--- src/rtl/dmi_arbiter_if.sv ---
// DMI bus bundle: two requester ports on the arbiter's upstream side plus
// the single debug-module port on its downstream side.
interface dmi_arbiter_if #(
   parameter int unsigned ABITS = 7
) ();
   // requester request channels
   logic [1:0]       s_req_valid;
   logic [1:0]       s_req_ready;
   logic [ABITS-1:0] s_req_addr [2];
   logic [31:0]      s_req_data [2];
   logic [1:0]       s_req_op   [2];

   // requester response channels
   logic [1:0]       s_rsp_valid;
   logic [1:0]       s_rsp_ready;
   logic [31:0]      s_rsp_data [2];
   logic [1:0]       s_rsp_op   [2];

   // debug-module request channel
   logic             m_req_valid;
   logic             m_req_ready;
   logic [ABITS-1:0] m_req_addr;
   logic [31:0]      m_req_data;
   logic [1:0]       m_req_op;

   // debug-module response channel
   logic             m_rsp_valid;
   logic             m_rsp_ready;
   logic [31:0]      m_rsp_data;
   logic [1:0]       m_rsp_op;

   // arbiter view: drives requester responses and the DM request
   modport master (
      input  s_req_valid, s_req_addr, s_req_data, s_req_op, s_rsp_ready,
      input  m_req_ready, m_rsp_valid, m_rsp_data, m_rsp_op,
      output s_req_ready, s_rsp_valid, s_rsp_data, s_rsp_op,
      output m_req_valid, m_req_addr, m_req_data, m_req_op, m_rsp_ready
   );

   // environment view: requesters and the debug module
   modport slave (
      output s_req_valid, s_req_addr, s_req_data, s_req_op, s_rsp_ready,
      output m_req_ready, m_rsp_valid, m_rsp_data, m_rsp_op,
      input  s_req_ready, s_rsp_valid, s_rsp_data, s_rsp_op,
      input  m_req_valid, m_req_addr, m_req_data, m_req_op, m_rsp_ready
   );
endinterface

--- src/rtl/dmi_arbiter.sv ---
// Two-requester round-robin arbiter in front of a single DMI debug module.
// One transaction outstanding at a time; DM responses time out after TIMEOUT
// cycles, and nop/reserved requests are answered locally without touching the DM.
module dmi_arbiter #(
   parameter int unsigned ABITS   = 7,
   parameter int unsigned TIMEOUT = 255
) (
   input  logic          clk,
   input  logic          rst,
   dmi_arbiter_if.master bus,
   output logic          busy,
   output logic          timeout_err,
   input  logic          timeout_clr
);

   localparam int unsigned CNT_W = 16;
   localparam int unsigned DW    = 32;

   localparam logic [1:0] OP_NOP   = 2'd0;
   localparam logic [1:0] OP_READ  = 2'd1;
   localparam logic [1:0] OP_WRITE = 2'd2;
   localparam logic [1:0] OP_RSV   = 2'd3;
   localparam logic [1:0] RSP_OK   = 2'd0;
   localparam logic [1:0] RSP_FAIL = 2'd2;

   localparam logic [CNT_W-1:0] CNT_LIMIT = CNT_W'(TIMEOUT);

   typedef enum logic [1:0] {
      IDLE  = 2'd0,
      ISSUE = 2'd1,
      WAIT  = 2'd2,
      RESP  = 2'd3
   } state_t;

   state_t           state_q, state_d;
   logic [1:0]       ready_q, ready_d;
   logic             gnt_q, gnt_d;
   logic             last_q, last_d;
   logic [ABITS-1:0] addr_q, addr_d;
   logic [DW-1:0]    data_q, data_d;
   logic [1:0]       op_q, op_d;
   logic [DW-1:0]    rsp_data_q, rsp_data_d;
   logic [1:0]       rsp_op_q, rsp_op_d;
   logic [CNT_W-1:0] cnt_q, cnt_d;
   logic [CNT_W-1:0] cnt_inc;
   logic             err_set;
   logic             err_d;
   logic             pick;
   logic [1:0]       req_op_sel;

   // Round-robin pick: on a tie favour the requester not granted last
   assign pick       = (&bus.s_req_valid) ? ~last_q : bus.s_req_valid[1];
   assign req_op_sel = bus.s_req_op[gnt_q];
   assign cnt_inc    = cnt_q + CNT_W'(1);

   // Latched payloads drive the buses directly; valid strobes qualify them
   assign bus.m_req_addr    = addr_q;
   assign bus.m_req_data    = data_q;
   assign bus.m_req_op      = op_q;
   assign bus.s_rsp_data[0] = rsp_data_q;
   assign bus.s_rsp_data[1] = rsp_data_q;
   assign bus.s_rsp_op[0]   = rsp_op_q;
   assign bus.s_rsp_op[1]   = rsp_op_q;

   // Next-state, grant and datapath decisions
   always_comb begin
      state_d    = state_q;
      ready_d    = 2'b00;
      gnt_d      = gnt_q;
      last_d     = last_q;
      addr_d     = addr_q;
      data_d     = data_q;
      op_d       = op_q;
      rsp_data_d = rsp_data_q;
      rsp_op_d   = rsp_op_q;
      cnt_d      = cnt_q;
      err_set    = 1'b0;

      unique case (state_q)
         IDLE: begin
            // ready was raised last cycle; the edge with valid high is the transfer
            if (ready_q != 2'b00) begin
               if (bus.s_req_valid[gnt_q]) begin
                  addr_d     = bus.s_req_addr[gnt_q];
                  data_d     = bus.s_req_data[gnt_q];
                  op_d       = req_op_sel;
                  rsp_data_d = '0;
                  rsp_op_d   = (req_op_sel == OP_RSV) ? RSP_FAIL : RSP_OK;
                  if ((req_op_sel == OP_READ) || (req_op_sel == OP_WRITE)) begin
                     state_d = ISSUE;
                  end else begin
                     state_d = RESP;
                  end
               end
            end else if (|bus.s_req_valid) begin
               gnt_d   = pick;
               last_d  = pick;
               ready_d = pick ? 2'b10 : 2'b01;
            end
         end
         ISSUE: begin
            if (bus.m_req_ready) begin
               state_d = WAIT;
               cnt_d   = '0;
            end
         end
         WAIT: begin
            // a real response beats a timeout landing on the same edge
            if (bus.m_rsp_valid) begin
               rsp_data_d = bus.m_rsp_data;
               rsp_op_d   = (bus.m_rsp_op == OP_RSV) ? RSP_FAIL : bus.m_rsp_op;
               state_d    = RESP;
            end else if (cnt_inc == CNT_LIMIT) begin
               rsp_data_d = '0;
               rsp_op_d   = RSP_FAIL;
               err_set    = 1'b1;
               cnt_d      = cnt_inc;
               state_d    = RESP;
            end else begin
               cnt_d = cnt_inc;
            end
         end
         RESP: begin
            if (bus.s_rsp_ready[gnt_q]) begin
               state_d = IDLE;
            end
         end
         default: begin
            state_d = IDLE;
         end
      endcase

      err_d = err_set ? 1'b1 : (timeout_clr ? 1'b0 : timeout_err);
   end

   // State and datapath registers
   always_ff @(posedge clk or negedge rst) begin
      if (!rst) begin
         state_q    <= IDLE;
         ready_q    <= 2'b00;
         gnt_q      <= 1'b0;
         last_q     <= 1'b1;
         addr_q     <= '0;
         data_q     <= '0;
         op_q       <= OP_NOP;
         rsp_data_q <= '0;
         rsp_op_q   <= RSP_OK;
         cnt_q      <= '0;
      end else begin
         state_q    <= state_d;
         ready_q    <= ready_d;
         gnt_q      <= gnt_d;
         last_q     <= last_d;
         addr_q     <= addr_d;
         data_q     <= data_d;
         op_q       <= op_d;
         rsp_data_q <= rsp_data_d;
         rsp_op_q   <= rsp_op_d;
         cnt_q      <= cnt_d;
      end
   end

   // Registered handshake and status outputs, decoded from the next state
   always_ff @(posedge clk or negedge rst) begin
      if (!rst) begin
         bus.s_req_ready <= 2'b00;
         bus.s_rsp_valid <= 2'b00;
         bus.m_req_valid <= 1'b0;
         bus.m_rsp_ready <= 1'b0;
         busy            <= 1'b0;
         timeout_err     <= 1'b0;
      end else begin
         bus.s_req_ready <= ready_d;
         bus.s_rsp_valid <= (state_d == RESP) ? (gnt_d ? 2'b10 : 2'b01) : 2'b00;
         bus.m_req_valid <= (state_d == ISSUE);
         bus.m_rsp_ready <= (state_d == WAIT) || (state_d == IDLE);
         busy            <= (state_d != IDLE);
         timeout_err     <= err_d;
      end
   end

endmodule

--- src/flat_wrapper.sv ---
// flat-port wrapper written by rule: the top's interface ports become plain ports
module dmi_arbiter_flat 
#(
   parameter int unsigned ABITS   = 7,
   parameter int unsigned TIMEOUT = 255
)
  (clk, rst, busy, timeout_err, timeout_clr, bus_s_req_valid, bus_s_req_addr, bus_s_req_data, bus_s_req_op, bus_s_rsp_ready, bus_m_req_ready, bus_m_rsp_valid, bus_m_rsp_data, bus_m_rsp_op, bus_s_req_ready, bus_s_rsp_valid, bus_s_rsp_data, bus_s_rsp_op, bus_m_req_valid, bus_m_req_addr, bus_m_req_data, bus_m_req_op, bus_m_rsp_ready);
  dmi_arbiter_if #(.ABITS(ABITS)) bus_i ();
  input  logic clk;
  input  logic rst;
  output logic busy;
  output logic timeout_err;
  input  logic timeout_clr;
  input wire logic [$bits(bus_i.s_req_valid)-1:0] bus_s_req_valid;
  input wire logic [$bits(bus_i.s_req_addr)-1:0] bus_s_req_addr;
  input wire logic [$bits(bus_i.s_req_data)-1:0] bus_s_req_data;
  input wire logic [$bits(bus_i.s_req_op)-1:0] bus_s_req_op;
  input wire logic [$bits(bus_i.s_rsp_ready)-1:0] bus_s_rsp_ready;
  input wire logic [$bits(bus_i.m_req_ready)-1:0] bus_m_req_ready;
  input wire logic [$bits(bus_i.m_rsp_valid)-1:0] bus_m_rsp_valid;
  input wire logic [$bits(bus_i.m_rsp_data)-1:0] bus_m_rsp_data;
  input wire logic [$bits(bus_i.m_rsp_op)-1:0] bus_m_rsp_op;
  output wire logic [$bits(bus_i.s_req_ready)-1:0] bus_s_req_ready;
  output wire logic [$bits(bus_i.s_rsp_valid)-1:0] bus_s_rsp_valid;
  output wire logic [$bits(bus_i.s_rsp_data)-1:0] bus_s_rsp_data;
  output wire logic [$bits(bus_i.s_rsp_op)-1:0] bus_s_rsp_op;
  output wire logic [$bits(bus_i.m_req_valid)-1:0] bus_m_req_valid;
  output wire logic [$bits(bus_i.m_req_addr)-1:0] bus_m_req_addr;
  output wire logic [$bits(bus_i.m_req_data)-1:0] bus_m_req_data;
  output wire logic [$bits(bus_i.m_req_op)-1:0] bus_m_req_op;
  output wire logic [$bits(bus_i.m_rsp_ready)-1:0] bus_m_rsp_ready;
  assign bus_i.s_req_valid = bus_s_req_valid;
  assign bus_i.s_req_addr = {>>{bus_s_req_addr}};
  assign bus_i.s_req_data = {>>{bus_s_req_data}};
  assign bus_i.s_req_op = {>>{bus_s_req_op}};
  assign bus_i.s_rsp_ready = bus_s_rsp_ready;
  assign bus_i.m_req_ready = bus_m_req_ready;
  assign bus_i.m_rsp_valid = bus_m_rsp_valid;
  assign bus_i.m_rsp_data = bus_m_rsp_data;
  assign bus_i.m_rsp_op = bus_m_rsp_op;
  assign bus_s_req_ready = bus_i.s_req_ready;
  assign bus_s_rsp_valid = bus_i.s_rsp_valid;
  assign bus_s_rsp_data = {>>{bus_i.s_rsp_data}};
  assign bus_s_rsp_op = {>>{bus_i.s_rsp_op}};
  assign bus_m_req_valid = bus_i.m_req_valid;
  assign bus_m_req_addr = bus_i.m_req_addr;
  assign bus_m_req_data = bus_i.m_req_data;
  assign bus_m_req_op = bus_i.m_req_op;
  assign bus_m_rsp_ready = bus_i.m_rsp_ready;
  dmi_arbiter #(.ABITS(ABITS), .TIMEOUT(TIMEOUT)) u_core (.clk(clk), .rst(rst), .bus(bus_i), .busy(busy), .timeout_err(timeout_err), .timeout_clr(timeout_clr));
endmodule
--- config.mk ---
export PLATFORM = sky130hd
export DESIGN_NAME = dmi_arbiter_flat
export DESIGN_NICKNAME = d
export VERILOG_FILES = /design/src/rtl/dmi_arbiter_if.sv /design/src/rtl/dmi_arbiter.sv /design/src/flat_wrapper.sv
export SDC_FILE = /design/constraint.sdc
export NUM_CORES = 1
export LEC_CHECK = 0
export ABC_CLOCK_PERIOD_IN_PS = 2050
export CELL_PAD_IN_SITES_DETAIL_PLACEMENT = 0
export CELL_PAD_IN_SITES_GLOBAL_PLACEMENT = 1
export CORE_MARGIN = 3
export CORE_UTILIZATION = 28
export CTS_CLUSTER_SIZE = 28
export DETAILED_ROUTE_END_ITERATION = 10
export GPL_ROUTABILITY_DRIVEN = 0
export PLACE_DENSITY = 0.89
export SYNTH_ARGS = -nofsm -noshare
export SYNTH_HDL_FRONTEND = slang
export SYNTH_SLANG_ARGS = --single-unit
--- constraint.sdc ---
create_clock -name clk -period 2.05 [get_ports clk]
set_input_delay 0.205 -clock clk [delete_from_list [all_inputs] [get_ports clk]]
set_output_delay 0.205 -clock clk [all_outputs]
set_load 0.05 [all_outputs]
After elaboration in Yosys (flattened, before gate mapping) --
Index checks and enable logic that the tools add are counted.
Storage, ports and cells: output and inout bits 117, register bits after elaboration 103, word-level logic and storage cells 103
Cells by class: reduce and logical (&&, ||, !) cells 15, equality and inequality tests 16, order comparisons 2, mux-type cells 51, bitwise operators 3, add/subtract/negate cells 1
Operators with widths (count):
- 2-to-1 mux 32 bit | 7
- one-hot mux 32 bit (2 select lines) | 1
- 2-to-1 mux 2 bit | 22
- 2-to-1 mux 16 bit | 2
- one-hot mux 16 bit (2 select lines) | 1
- 2-to-1 mux 7 bit | 3
- adder 16 x 1 -> 16 bit (second input constant) | 1
- == test 16 x 8 -> 1 bit (second input constant) | 1
- == test 2 bit (second input constant) | 7
- 2-to-1 mux 1 bit | 13
- nonzero test 2 bit | 5
- AND reduction 3 bit | 3
- one-hot mux 2 bit (4 select lines) | 1
- == test 2 x 1 -> 1 bit (second input constant) | 3
- zero test 2 bit | 2
- != test 2 x 1 -> 1 bit (second input constant) | 2
- != test 2 bit (second input constant) | 2
- one-hot mux 2 bit (2 select lines) | 1
- AND reduction 4 bit | 1
- != test 3 x 2 -> 1 bit (second input constant) | 1
- greater-or-equal comparator 2 bit (second input constant) | 1
- logical OR 1 bit | 2
- < comparator 1 x 2 -> 1 bit (second input constant) | 1
- inverter 1 bit | 2
- other kinds (3) | 3

Logic depth before layout (Yosys ltp) --
depth in word-level cells 12, mapped depth 9

Least setup slack after synthesis --
OpenSTA, ideal clock, no wires.
path kind register to register, from register u_core.cnt_q[3], to register u_core.bus.s_rsp_valid[0], required time 1973 ps, data arrival time 1973 ps, slack -1 ps, setup time 77 ps, stages on the path, launching flop included 9, path buffers 2, cell sequence dfrtp_1 > buf_4 > and4_1 > buf_4 > or3b_1 > a21oi_1 > o22ai_1 > or4_1 > a21oi_1
On the way: word-level cells in the longest chain between the ends 7
RTL lines:
- start, declared | RTL line dmi_arbiter.sv:44 | logic [CNT_W-1:0] cnt_q, cnt_d;
- start signal, assigned | RTL line dmi_arbiter.sv:159 | cnt_q <= cnt_d;
- adder 16 x 1 -> 16 bit | RTL line dmi_arbiter.sv:54 | assign cnt_inc = cnt_q + CNT_W'(1);
- == test 16 x 8 -> 1 bit | RTL line dmi_arbiter.sv:113 | end else if (cnt_inc == CNT_LIMIT) begin
- 2-to-1 mux 2 bit | RTL line dmi_arbiter.sv:113
- 2-to-1 mux 2 bit | RTL line dmi_arbiter.sv:109 | if (bus.m_rsp_valid) begin
- one-hot mux 2 bit (4 select lines) | RTL line dmi_arbiter.sv:79 | unique case (state_q)
- == test 2 bit | RTL line dmi_arbiter.sv:174 | bus.s_rsp_valid <= (state_d == RESP) ? (gnt_d ? 2'b10 : 2'b01) : 2'b00;
- 2-to-1 mux 2 bit | RTL line dmi_arbiter.sv:174
- end signal, assigned | RTL line dmi_arbiter.sv:174
- end, declared | RTL line dmi_arbiter_if.sv:36 | output s_req_ready, s_rsp_valid, s_rsp_data, s_rsp_op,
Every way passes these cells. A chain may end at the register's enable or synchronous reset.

Worst setup path after layout --
from register u_core.cnt_q[0], to register u_core.rsp_data_q[15]
On the way: word-level cells in the longest chain between the ends 4
RTL lines:
- adder 16 x 1 -> 16 bit | RTL line dmi_arbiter.sv:54
- == test 16 x 8 -> 1 bit | RTL line dmi_arbiter.sv:113
- != test 3 x 2 -> 1 bit (no line)
- AND reduction 4 bit (no line)
- end signal, assigned | RTL line dmi_arbiter.sv:157 | rsp_data_q <= rsp_data_d;
- end, declared | RTL line dmi_arbiter.sv:42 | logic [DW-1:0] rsp_data_q, rsp_data_d;
Every way passes these cells.

==> impl_metrics.tcl <==
set metrics [dict create \
    seq_area_um2 2580 \
    ant_nets 0 \
    synthArstFlopShare_pct 100 \
    critPathBufInv 4 \
    crit_slowest_cell "dfrtp_1" \
    critPathMostFrequentCell "buf_6" \
    fin_cells 1035 \
    core_um2 18400 \
    p_sw_mw 7.77 \
    crit_chain "buf_4 -> ha_4 -> nand4_1 -> mux2i_2 -> nand3_2 -> buf_6 -> nor3_4 -> buf_6 -> clkbuf_16 -> o41ai_2" \
    relSlewSlack_pct 57.1 \
    violations "negative setup slack" \
    antennaDiodeCount 0 \
    cts-root-buf "clkbuf_16" \
    critPathRequiredTime_ns 2.27 \
    dp_hpwl_mm 12.3 \
    synth-main-ff-cell "dfrtp_1" \
    finalMaxSlewViolations 0 \
    drt_drc_violations_left 0 \
    seq_area_frac_synth_pct 48.1 \
    worstPathMaxFanout 8 \
    grt_pass1_vias 4756 \
    fin_crit_sh_pct 105 \
    ys_top_cells_by_area "dfrtp_1 (48%), mux2i_1 (7.8%), o41ai_1 (5.4%), buf_4 (5.2%), a21oi_1 (4.7%)" \
    grt_usage_pct 15.1 \
    crit_cells 10 \
    worstSetupEndpointType "flip-flop" \
    setup_viol 35 \
    nFillCells 1677 \
    synth_top_area_share_pct 47.6 \
    wl_per_cell_um 16.6 \
    power_leakage_nw 3.92 \
    initial_utilization_pct 29.1 \
    grt_antenna_before_repair 0 \
    ys_top_cells_by_count "dfrtp_1 (102), nor2_1 (53), a21oi_1 (50)" \
    drive_above_1_share_pct 17.5 \
    die_w_um 144 \
    num_io_pins 242 \
    portBuffers 241 \
    rsz0062_at_grt "true" \
    numCtsBuffers 9 \
    seq_power_share_pct 24.1 \
    overflow 0 \
    max-cap-violations 0 \
    first_pass_iters 4 \
    p_int_mw 7.40 \
    period_minus_slack_ns 2.16 \
    synth_most_common_cell "dfrtp_1" \
    multiInputGateArea_um2 2530 \
    cp-start-kind "flip-flop" \
    critPathMaxStageDelay_ns 0.39 \
    dp_cells 1000 \
    grt_max_degree 47 \
    rr_endpoint "u_core.rsp_data_q[15]" \
    dieArea_um2 20800 \
    num_vias 5006 \
    clockPowerShare_pct 10.8 \
    finalWirelength_mm 17.2 \
    final_nets 929 \
    vias_per_cell 4.84 \
    r2r_cells 10 \
    rows 49 \
    pwr_density_cell_nw_per_um2 1700 \
    hold_class "in2async" \
    avgSynthCellArea_um2 9.67 \
    cts_tree "done" \
    setup_ws_ns -0.111 \
    fmax_ghz 0.463 \
    die_h_um 144 \
    synth_edf_count 0 \
    tns_ns -2.69 \
    synth_fp_nets 682 \
    r2r_start "u_core.cnt_q[0]" \
    startpoint "u_core.cnt_q[0]" \
    final_hold_viol_count 0 \
    grt_pass1_wl_mm 25.1 \
    outcome "finished with violations" \
    crit_type "reg2reg" \
    syn_area_um2 5360 \
    synth_top_cell_by_area "dfrtp_1" \
    ir_drop_mv 1.12 \
    worst_pin_slew_ns 0.638 \
    clock-sinks 103 \
    combPwrFrac_pct 65.1 \
    crit_end "u_core.rsp_data_q[15]" \
    clk_pin_slew_ns 0.08 \
    synth-seq-cells 103 \
    clock_path_buffers 2 \
    yosys_warnings 0 \
    synth_cell_types 47 \
    switching_share_pct 51.2 \
    fin_skew_ns 0.0121 \
    synthCells 554 \
    crit_family "buffers and inverters" \
    area.growth.synth_to_final_pct 66.6 \
    clk_latency_ns 0.35 \
    whs_ns 0.302 \
    drtIter0Drc 263 \
    worstPathArrival_ns 2.38 \
    htreeDepth 3 \
    r2r_setup_slack_ns -0.11 \
]
==> area by class of cell <==
type	instances	share of cell area [%]
Clock inverter	5	0.477
Tap cell	229	3.21
Multi-Input combinational cell	335	28.3
Clock buffer	11	2.61
Timing Repair Buffer	312	34.7
Sequential cell	103	29.0
Inverter	40	1.68
==> flip-flops by register name, summed over array words and instances, names as in the netlist, 2 cells and up <==
| register | flops |
|---|---|
| u_core.state_q | 2 |
| u_core.bus.m_req_op | 2 |
| u_core.bus.m_req_data | 32 |
| u_core.bus.m_req_addr | 7 |
| u_core.ready_q | 2 |
| u_core.bus.s_rsp_valid | 2 |
| u_core.cnt_q | 16 |
| u_core.rsp_op_q | 2 |
| u_core.rsp_data_q | 32 |
==> per-layer routing <==
metal	vias up	global-route usage [%]	share of wire (%)
met5	-	0	0
met4	0	3.78	1.6
met3	15	4.30	6.5
met2	169	25.7	51
met1	2388	19.1	41
li1	2434	-	-
==> cell usage in the layout (no fill, tap or decap), drive strengths merged, types with 2 or more instances in the layout <==
cell type	instances
xor2	2
or3	2
and3	4
nand3	6
mux2	5
o22ai	3
o21ai	21
clkbuf	14
a21oi	50
a31oi	2
o41ai	33
nand2	24
dfrtp	102
nor2	53
nand4	6
ha	3
and2	2
or2	2
buf	68
nand2b	5
nor3	5
o31ai	7
clkdlybuf4s50	240
nor2b	3
xnor2	5
and4	3
a22oi	32
inv	42
clkinv	3
mux2i	42
==> power groups by stage <==
stage	Combinational (mW)	Sequential, mW	Clock [mW]
2_1_floorplan	3.93	6.19	0
3_3_place_gp	9.37	3.64	0
3_5_place_dp	9.44	3.66	0
4_1_cts	9.48	3.64	1.70
5_1_grt	10.4	3.78	1.77
6_report	9.87	3.65	1.64
==> cell families (layout without fill, tap and decap cells) <==
family / after synthesis / after routing / share of synthesized area (%)
buffers and inverters: 116 / 368 / 10.9
xor gates and xnor gates: 7 / 7 / 1.14
AOI/OAI and AO/OA: 157 / 157 / 19.5
DFF: 103 / 103 / 48.1
muxes: 47 / 47 / 8.90
and+or+nand+nor: 121 / 121 / 10.7
adders and majority gates: 3 / 3 / 0.701
==> repair_timing <==
action | CTS | global route
cloned | 0 | 4
pin swaps | 0 | 9
buffers inserted | 0 | 14
endpoints found under the hold margin | 21 | 0
gates resized for setup | 6 | 64
setup endpoints to repair | 40 | 75
hold buffers | 1 | 0
==> how the worst min path moves through the flow <==
stage | cells after the start | to | start
after floorplan | 0 | u_core.bus.m_req_addr[0] | rst
after global placement | 1 | u_core.rsp_data_q[16] | rst
after detailed placement | 1 | u_core.rsp_data_q[13] | rst
after CTS | 2 | u_core.rsp_data_q[13] | rst
after global routing | 2 | u_core.rsp_data_q[13] | rst
final | 2 | u_core.rsp_data_q[13] | rst
==> per-stage QoR <==
| step | setup slack [ns] | area, µm² | utilization [%] | power (mW) |
|---|---|---|---|---|
| 2_1_floorplan | 0.0138 | 5370 | - | 10.1 |
| 3_3_place_gp | -0.128 | 8090 | 44.0 | 13.0 |
| 3_5_place_dp | -0.144 | 8090 | 44.0 | 13.1 |
| 4_1_cts | -0.0223 | 8390 | 45.6 | 14.8 |
| 5_1_grt | -0.226 | 8920 | 48.5 | 16.0 |
| 6_report | -0.111 | 8920 | 48.5 | 15.2 |
(Power assumes the default switching activity.)
